## config.mk

```make
export PLATFORM = sky130hd
export DESIGN_NAME = fetch_stage_flat
export DESIGN_NICKNAME = d
export VERILOG_FILES = /design/src/rtl/risc_pkg.sv /design/src/rtl/fetch_stage_if.sv /design/src/rtl/fetch_stage_skid.sv /design/src/rtl/fetch_stage.sv /design/src/flat_wrapper.sv
export SDC_FILE = /design/constraint.sdc
export NUM_CORES = 1
export LEC_CHECK = 0
export ABC_AREA = 1
export CAP_MARGIN = 20
export CORE_UTILIZATION = 47
export CTS_CLUSTER_DIAMETER = 80
export DETAILED_ROUTE_END_ITERATION = 7
export PLACE_DENSITY = 0.8
export SLEW_MARGIN = 0
export SYNTH_ARGS = -nofsm -noshare
export SYNTH_HDL_FRONTEND = slang
export SYNTH_SLANG_ARGS = --single-unit
```

## constraint.sdc

```tcl
create_clock -name clk -period 1.6 [get_ports clk]
set_input_delay 0.32 -clock clk [delete_from_list [all_inputs] [get_ports clk]]
set_output_delay 0.32 -clock clk [all_outputs]
set_load 0.1 [all_outputs]
```

## src/rtl/risc_pkg.sv

```systemverilog
// rtl/risc_pkg.sv - shared widths, fetch packet and fetch FSM types for the RISC core
package risc_pkg;

   localparam int PC_W    = 8;
   localparam int INSTR_W = 32;

   localparam logic [INSTR_W-1:0] INSTR_NOP = '0;

   typedef struct packed {
      logic [INSTR_W-1:0] instr;
      logic [PC_W-1:0]    pc;
   } fetch_pkt_t;

   typedef enum logic [1:0] {
      S_RUN,
      S_STALL,
      S_SKID
   } fetch_state_t;

   // PC arithmetic wraps naturally at 2^PC_W
   function automatic logic [PC_W-1:0] pc_inc(input logic [PC_W-1:0] pc);
      return pc + PC_W'(1);
   endfunction

endpackage

```

## src/rtl/fetch_stage_if.sv

```systemverilog
// rtl/fetch_stage_if.sv - fetch-to-decode valid/ready handshake carrying {instr, pc}
interface fetch_stage_if;
   import risc_pkg::*;

   logic               out_valid;
   logic [INSTR_W-1:0] out_instr;
   logic [PC_W-1:0]    out_pc;
   logic               dec_ready;

   modport master (output out_valid, output out_instr, output out_pc, input dec_ready);
   modport slave  (input out_valid, input out_instr, input out_pc, output dec_ready);

endinterface

```

## src/rtl/fetch_stage_skid.sv

```systemverilog
// rtl/fetch_stage_skid.sv - fetch_skid_buf: one-entry fetch packet holding register
module fetch_skid_buf
   import risc_pkg::*;
(
   input  logic       clk,
   input  logic       rst,
   input  logic       load,
   input  logic       clear,
   input  fetch_pkt_t din,
   output logic       valid,
   output fetch_pkt_t dout
);

   always_ff @(posedge clk) begin
      if (rst) begin
         valid <= 1'b0;
         dout  <= '0;
      end else if (clear) begin
         valid <= 1'b0;
      end else if (load) begin
         valid <= 1'b1;
         dout  <= din;
      end
   end

endmodule

```

## src/rtl/fetch_stage.sv

```systemverilog
// rtl/fetch_stage.sv - instruction fetch: PC, imem requests, skid-buffered decode handshake
// Optional FETCH_PERF_CNT_EN adds saturating fetch/bubble performance counters.
module fetch_stage
   import risc_pkg::*;
#(
   parameter logic [PC_W-1:0] RESET_PC = '0
)(
   input  logic               clk,
   input  logic               rst,
   output logic [PC_W-1:0]    imem_addr,
   input  logic [INSTR_W-1:0] imem_rdata,
   input  logic               redirect_valid,
   input  logic [PC_W-1:0]    redirect_pc,
   fetch_stage_if.master      dec,
   output logic [INSTR_W-1:0] debug_pc_instruction,
   output logic [PC_W-1:0]    debug_pc_out,
   output logic [PC_W-1:0]    debug_pc_input
`ifdef FETCH_PERF_CNT_EN
   ,
   output logic [31:0]        perf_fetch_cnt,
   output logic [31:0]        perf_bubble_cnt
`endif
);

   logic [PC_W-1:0]    pc_q, pc_d, req_pc_q, out_pc_q;
   logic               req_valid_q, out_valid_q;
   logic [INSTR_W-1:0] out_instr_q;
   fetch_state_t       state_q, state_d;
   logic               stall, issue;
   logic               skid_load, skid_clear, skid_valid;
   logic               out_load_inflight, out_load_skid, out_clear;
   fetch_pkt_t         inflight_pkt, skid_pkt;

   always_comb begin
      state_d           = state_q;
      skid_load         = 1'b0;
      skid_clear        = 1'b0;
      out_load_inflight = 1'b0;
      out_load_skid     = 1'b0;
      out_clear         = 1'b0;
      stall             = out_valid_q && !dec.dec_ready;
      issue             = !redirect_valid && !stall;
      inflight_pkt.instr = imem_rdata;
      inflight_pkt.pc    = req_pc_q;

      if (redirect_valid) begin
         skid_clear = 1'b1;
         out_clear  = 1'b1;
         state_d    = S_RUN;
      end else begin
         unique case (state_q)
            S_RUN, S_STALL: begin
               if (stall) begin
                  // Issue is blocked while stalled, so at most one word can be in flight
                  if (req_valid_q) begin
                     skid_load = 1'b1;
                     state_d   = S_SKID;
                  end else begin
                     state_d   = S_STALL;
                  end
               end else begin
                  out_load_inflight = 1'b1;
                  state_d           = S_RUN;
               end
            end
            S_SKID: begin
               if (dec.dec_ready && skid_valid) begin
                  out_load_skid = 1'b1;
                  skid_clear    = 1'b1;
                  state_d       = S_RUN;
               end
            end
            default: state_d = S_RUN;
         endcase
      end

      if (rst)                 pc_d = RESET_PC;
      else if (redirect_valid) pc_d = redirect_pc;
      else if (issue)          pc_d = pc_inc(pc_q);
      else                     pc_d = pc_q;
   end

   always_ff @(posedge clk) begin
      if (rst) begin
         state_q     <= S_RUN;
         pc_q        <= RESET_PC;
         req_valid_q <= 1'b0;
         req_pc_q    <= '0;
         out_valid_q <= 1'b0;
         out_instr_q <= INSTR_NOP;
         out_pc_q    <= '0;
      end else begin
         state_q     <= state_d;
         pc_q        <= pc_d;
         req_valid_q <= issue;
         if (issue) req_pc_q <= pc_q;

         if (out_clear) begin
            out_valid_q <= 1'b0;
         end else if (out_load_skid) begin
            out_valid_q <= 1'b1;
            out_instr_q <= skid_pkt.instr;
            out_pc_q    <= skid_pkt.pc;
         end else if (out_load_inflight) begin
            out_valid_q <= req_valid_q;
            if (req_valid_q) begin
               out_instr_q <= inflight_pkt.instr;
               out_pc_q    <= inflight_pkt.pc;
            end
         end
      end
   end

   fetch_skid_buf u_skid (
      .clk   (clk),
      .rst   (rst),
      .load  (skid_load),
      .clear (skid_clear),
      .din   (inflight_pkt),
      .valid (skid_valid),
      .dout  (skid_pkt)
   );

`ifdef FETCH_PERF_CNT_EN
   always_ff @(posedge clk) begin
      if (rst) begin
         perf_fetch_cnt  <= '0;
         perf_bubble_cnt <= '0;
      end else begin
         if (out_valid_q && dec.dec_ready && perf_fetch_cnt != '1)
            perf_fetch_cnt <= perf_fetch_cnt + 32'd1;
         if (!out_valid_q && dec.dec_ready && perf_bubble_cnt != '1)
            perf_bubble_cnt <= perf_bubble_cnt + 32'd1;
      end
   end
`endif

   assign imem_addr            = pc_q;
   assign dec.out_valid        = out_valid_q;
   assign dec.out_instr        = out_instr_q;
   assign dec.out_pc           = out_pc_q;
   assign debug_pc_instruction = out_instr_q;
   assign debug_pc_out         = pc_q;
   assign debug_pc_input       = pc_d;

endmodule

```

## src/flat_wrapper.sv

```systemverilog
// flat-port wrapper written by rule: the top's interface ports become plain ports
module fetch_stage_flat import risc_pkg::*;
#(
   parameter logic [PC_W-1:0] RESET_PC = '0
)
  (clk, rst, imem_addr, imem_rdata, redirect_valid, redirect_pc, debug_pc_instruction, debug_pc_out, debug_pc_input, dec_out_valid, dec_out_instr, dec_out_pc, dec_dec_ready);
  fetch_stage_if dec_i ();
  input  logic clk;
  input  logic rst;
  output logic [PC_W-1:0] imem_addr;
  input  logic [INSTR_W-1:0] imem_rdata;
  input  logic redirect_valid;
  input  logic [PC_W-1:0] redirect_pc;
  output logic [INSTR_W-1:0] debug_pc_instruction;
  output logic [PC_W-1:0] debug_pc_out;
  output logic [PC_W-1:0] debug_pc_input;
  output wire logic [$bits(dec_i.out_valid)-1:0] dec_out_valid;
  output wire logic [$bits(dec_i.out_instr)-1:0] dec_out_instr;
  output wire logic [$bits(dec_i.out_pc)-1:0] dec_out_pc;
  input wire logic [$bits(dec_i.dec_ready)-1:0] dec_dec_ready;
  assign dec_out_valid = dec_i.out_valid;
  assign dec_out_instr = dec_i.out_instr;
  assign dec_out_pc = dec_i.out_pc;
  assign dec_i.dec_ready = dec_dec_ready;
  fetch_stage #(.RESET_PC(RESET_PC)) u_core (.clk(clk), .rst(rst), .imem_addr(imem_addr), .imem_rdata(imem_rdata), .redirect_valid(redirect_valid), .redirect_pc(redirect_pc), .dec(dec_i), .debug_pc_instruction(debug_pc_instruction), .debug_pc_out(debug_pc_out), .debug_pc_input(debug_pc_input));
endmodule
```

==> results.toml <==
[cts]
clk_pin_slew_worst_paths_ps = 100
htree_levels = 3
clkLatencyLatePin_ps = 360
cts_buffers = 9
cts_tree = "built"
clkSinkCount = 101
clockRootBuffer = "clkbuf_8"
clockBufferDepth = 2
hold_buffers = 0

[logic_synthesis]
yosys.area.top_type_share_pct = 43.84
synth_area_leaders = "dfxtp_1 (44%), nand2_1 (13%), nand3_1 (10%)"
synth_most_common_cell = "nand2_1"
syn-instance-count = 656
synth_top_cells_by_count = "nand2_1 (162), dfxtp_1 (101), nand3_1 (96), nor2_1 (79), a21oi_1 (57)"
ys_types = 27
synth_edf_count = 0
synth_fp_nets = 701
yosysTopAreaCell = "dfxtp_1"
syn-cell-area_um2 = 4612
syn_avg_cell_area_um2 = 7.030
synth-seq-cells = 101
synth_ff_type = "dfxtp_1"
seq_area_frac_synth_pct = 43.84
async_flop_share_pct = 0
yosys_warnings = 0

[worst_setup_path]
arrival_ps = 1750
crit_fanout = 3
startpoint_type = "flip-flop"
critPathRequiredTime_ps = 1280
crit_type = "flip-flop to output pin"
end_kind = "output pin"

[placed_design]
dp_hpwl_um = 9349
place.gp.congestion = 0.8385
port_buffers = 140
dp.cells = 892
placed_area_um2 = 7218

[run]
drv_cap = 0

[grt]
antenna_found_initial = 0
grt_usage_pct = 27.31
grt.overflow.total = 0
grt_pass1_vias = 4632
grt_pass1_wl_um = 22030
grt_max_degree = 40

[sta]
maxSlewViolCount = 0
fin_crit_sh_pct = 129.2
clock.fmax_mhz = 483.9
setup_slack_ps = -466.5
fin_skew_ps = 8.254
rsz0062_at_grt = "true"
post-route-min-period_ps = 2066
hold_viol = 0
setup_viol = 10
maxSlewHeadroom_pct = 74.20
worst_pin_slew_ps = 387.0
fin_tns_setup_ps = -3268

[routing]
avgViaCountPerCell = 5.175
vias = 4740
drt_iter0_markers = 218
postRouteAntennaNets = 0
drtPass1Iterations = 5
drc_errors = 0
wl_per_cell_um = 14.74
wl_um = 13510

[pwr]
pwr_density_cell_nw_per_um2 = 860.1
p_leak_nw = 3.083
total_power_mw = 6.500
ir_drop_mv = 0.5015

[finish]
drive_above_1_share_pct = 31.64
fin_cells = 916
fin_area_um2 = 7557
final_nets = 827
area_delta_synth_final_pct = 63.86
diodes = 0

[run_status]
violations = "setup timing"
status = "finished, violations left"

[floorplanning]
dieArea_um2 = 10210
coreArea_um2 = 9371
num_rows = 35
initial_core_util_pct = 49.21
die_h_um = 101.1
die_x_um = 101.1
ioPinCount = 141

[hold_path]
hold_class = "flip-flop to flip-flop"
## kinds of logic (layout without fill, tap and decap cells)
logic type,Yosys count,in the layout,synth area share [%]
and+or+nand+nor,346,346,31.69
buffers and inverters,120,251,14.27
DFF,101,101,43.84
AOI/OAI and AO/OA,87,87,9.739
adders and majority gates,1,1,0.2713
xor gates and xnor gates,1,1,0.1899
## final cells by class
| class | count | area, um2 |
|---|---|---|
| Clock buffer | 10 | 137.6 |
| Timing Repair Buffer | 195 | 2863 |
| Tap cell | 129 | 161.4 |
| Fill cell | 592 | 1814 |
| Multi-Input combinational cell | 435 | 2077 |
| Sequential cell | 101 | 2093 |
| Inverter | 40 | 163.9 |
| Clock inverter | 6 | 61.31 |
## through the flow
step	worst slack [ps]	util, %	hold slack [ps]
global route	-511.1	80.64	457.1
floorplan	-381.5	-	400.1
global placement	-564.7	77.02	404.6
finish	-466.5	80.64	437.0
CTS	-394.5	80.01	428.3
detailed placement	-634.8	77.02	415.3
## cell usage in the layout, fill, tap and decap left out, types with 13 or more instances in the layout
| master | instances |
|---|---|
| o21ai_0 | 13 |
| nor2_1 | 71 |
| clkdlybuf4s50_1 | 41 |
| dfxtp_2 | 33 |
| buf_12 | 101 |
| nand2_1 | 156 |
| buf_4 | 44 |
| a21oi_1 | 53 |
| inv_1 | 32 |
| dfxtp_1 | 60 |
| nand3_1 | 94 |
## worst max-delay path, cell delays in order, from the launching register on
cell and delay [ps]:
dfxtp_4 370, buf_4 130, nand2_1 120, inv_1 100
nand4_1 110, nand2_1 100, nand3_1 90, nand2_2 100
clkinvlp_4 100, buf_12 170
## timing repair
action / in CTS / in global routing
pin swaps: 6 / 6
setup endpoints to repair: 60 / 33
setup buffers: 7 / 2
gates resized for setup: 13 / 12
## metal layers
metal,up-vias,GRT usage (%),wire length (um)
met3,37,3.537,596
met5,-,0,0
met2,183,48.98,7204
met4,0,14.49,425
met1,2214,31.51,5279
li1,2306,-,-
## path summary, 6_finish.rpt
path              depth (start not counted)                                            to  slack (ps)                         startpoint
hold / removal                            1                u_core.state_q[0]$_SDFFE_PP0P_         440      u_core.req_valid_q$_SDFF_PP0_
hold reg to reg                           1                u_core.state_q[0]$_SDFFE_PP0P_         440      u_core.req_valid_q$_SDFF_PP0_
setup / recovery                          9                             debug_pc_input[7]        -470  u_core.debug_pc_out[0]$_SDFF_PP0_
setup reg to reg                          8  u_core.debug_pc_instruction[26]$_SDFFE_PP0P_         110  u_core.dec.out_valid$_SDFFE_PP0P_
## sequential cells by signal, indices dropped and copies added, names as in the netlist
| signal | count |
|---|---|
| u_core.u_skid.dout | 40 |
| u_core.debug_pc_instruction | 32 |
| u_core.debug_pc_out | 8 |
| u_core.dec.out_pc | 8 |
| u_core.req_pc_q | 8 |
| u_core.state_q | 2 |
| u_core.dec.out_valid | 1 |
| u_core.req_valid_q | 1 |
| u_core.u_skid.valid | 1 |
## power breakdown
part | internal (mW) | total (mW) | switching (mW)
clock network | 0.764 | 1.63 | 0.869
registers | 2.60 | 2.72 | 0.118
logic | 0.787 | 2.15 | 1.36
(Power assumes the default switching activity.)
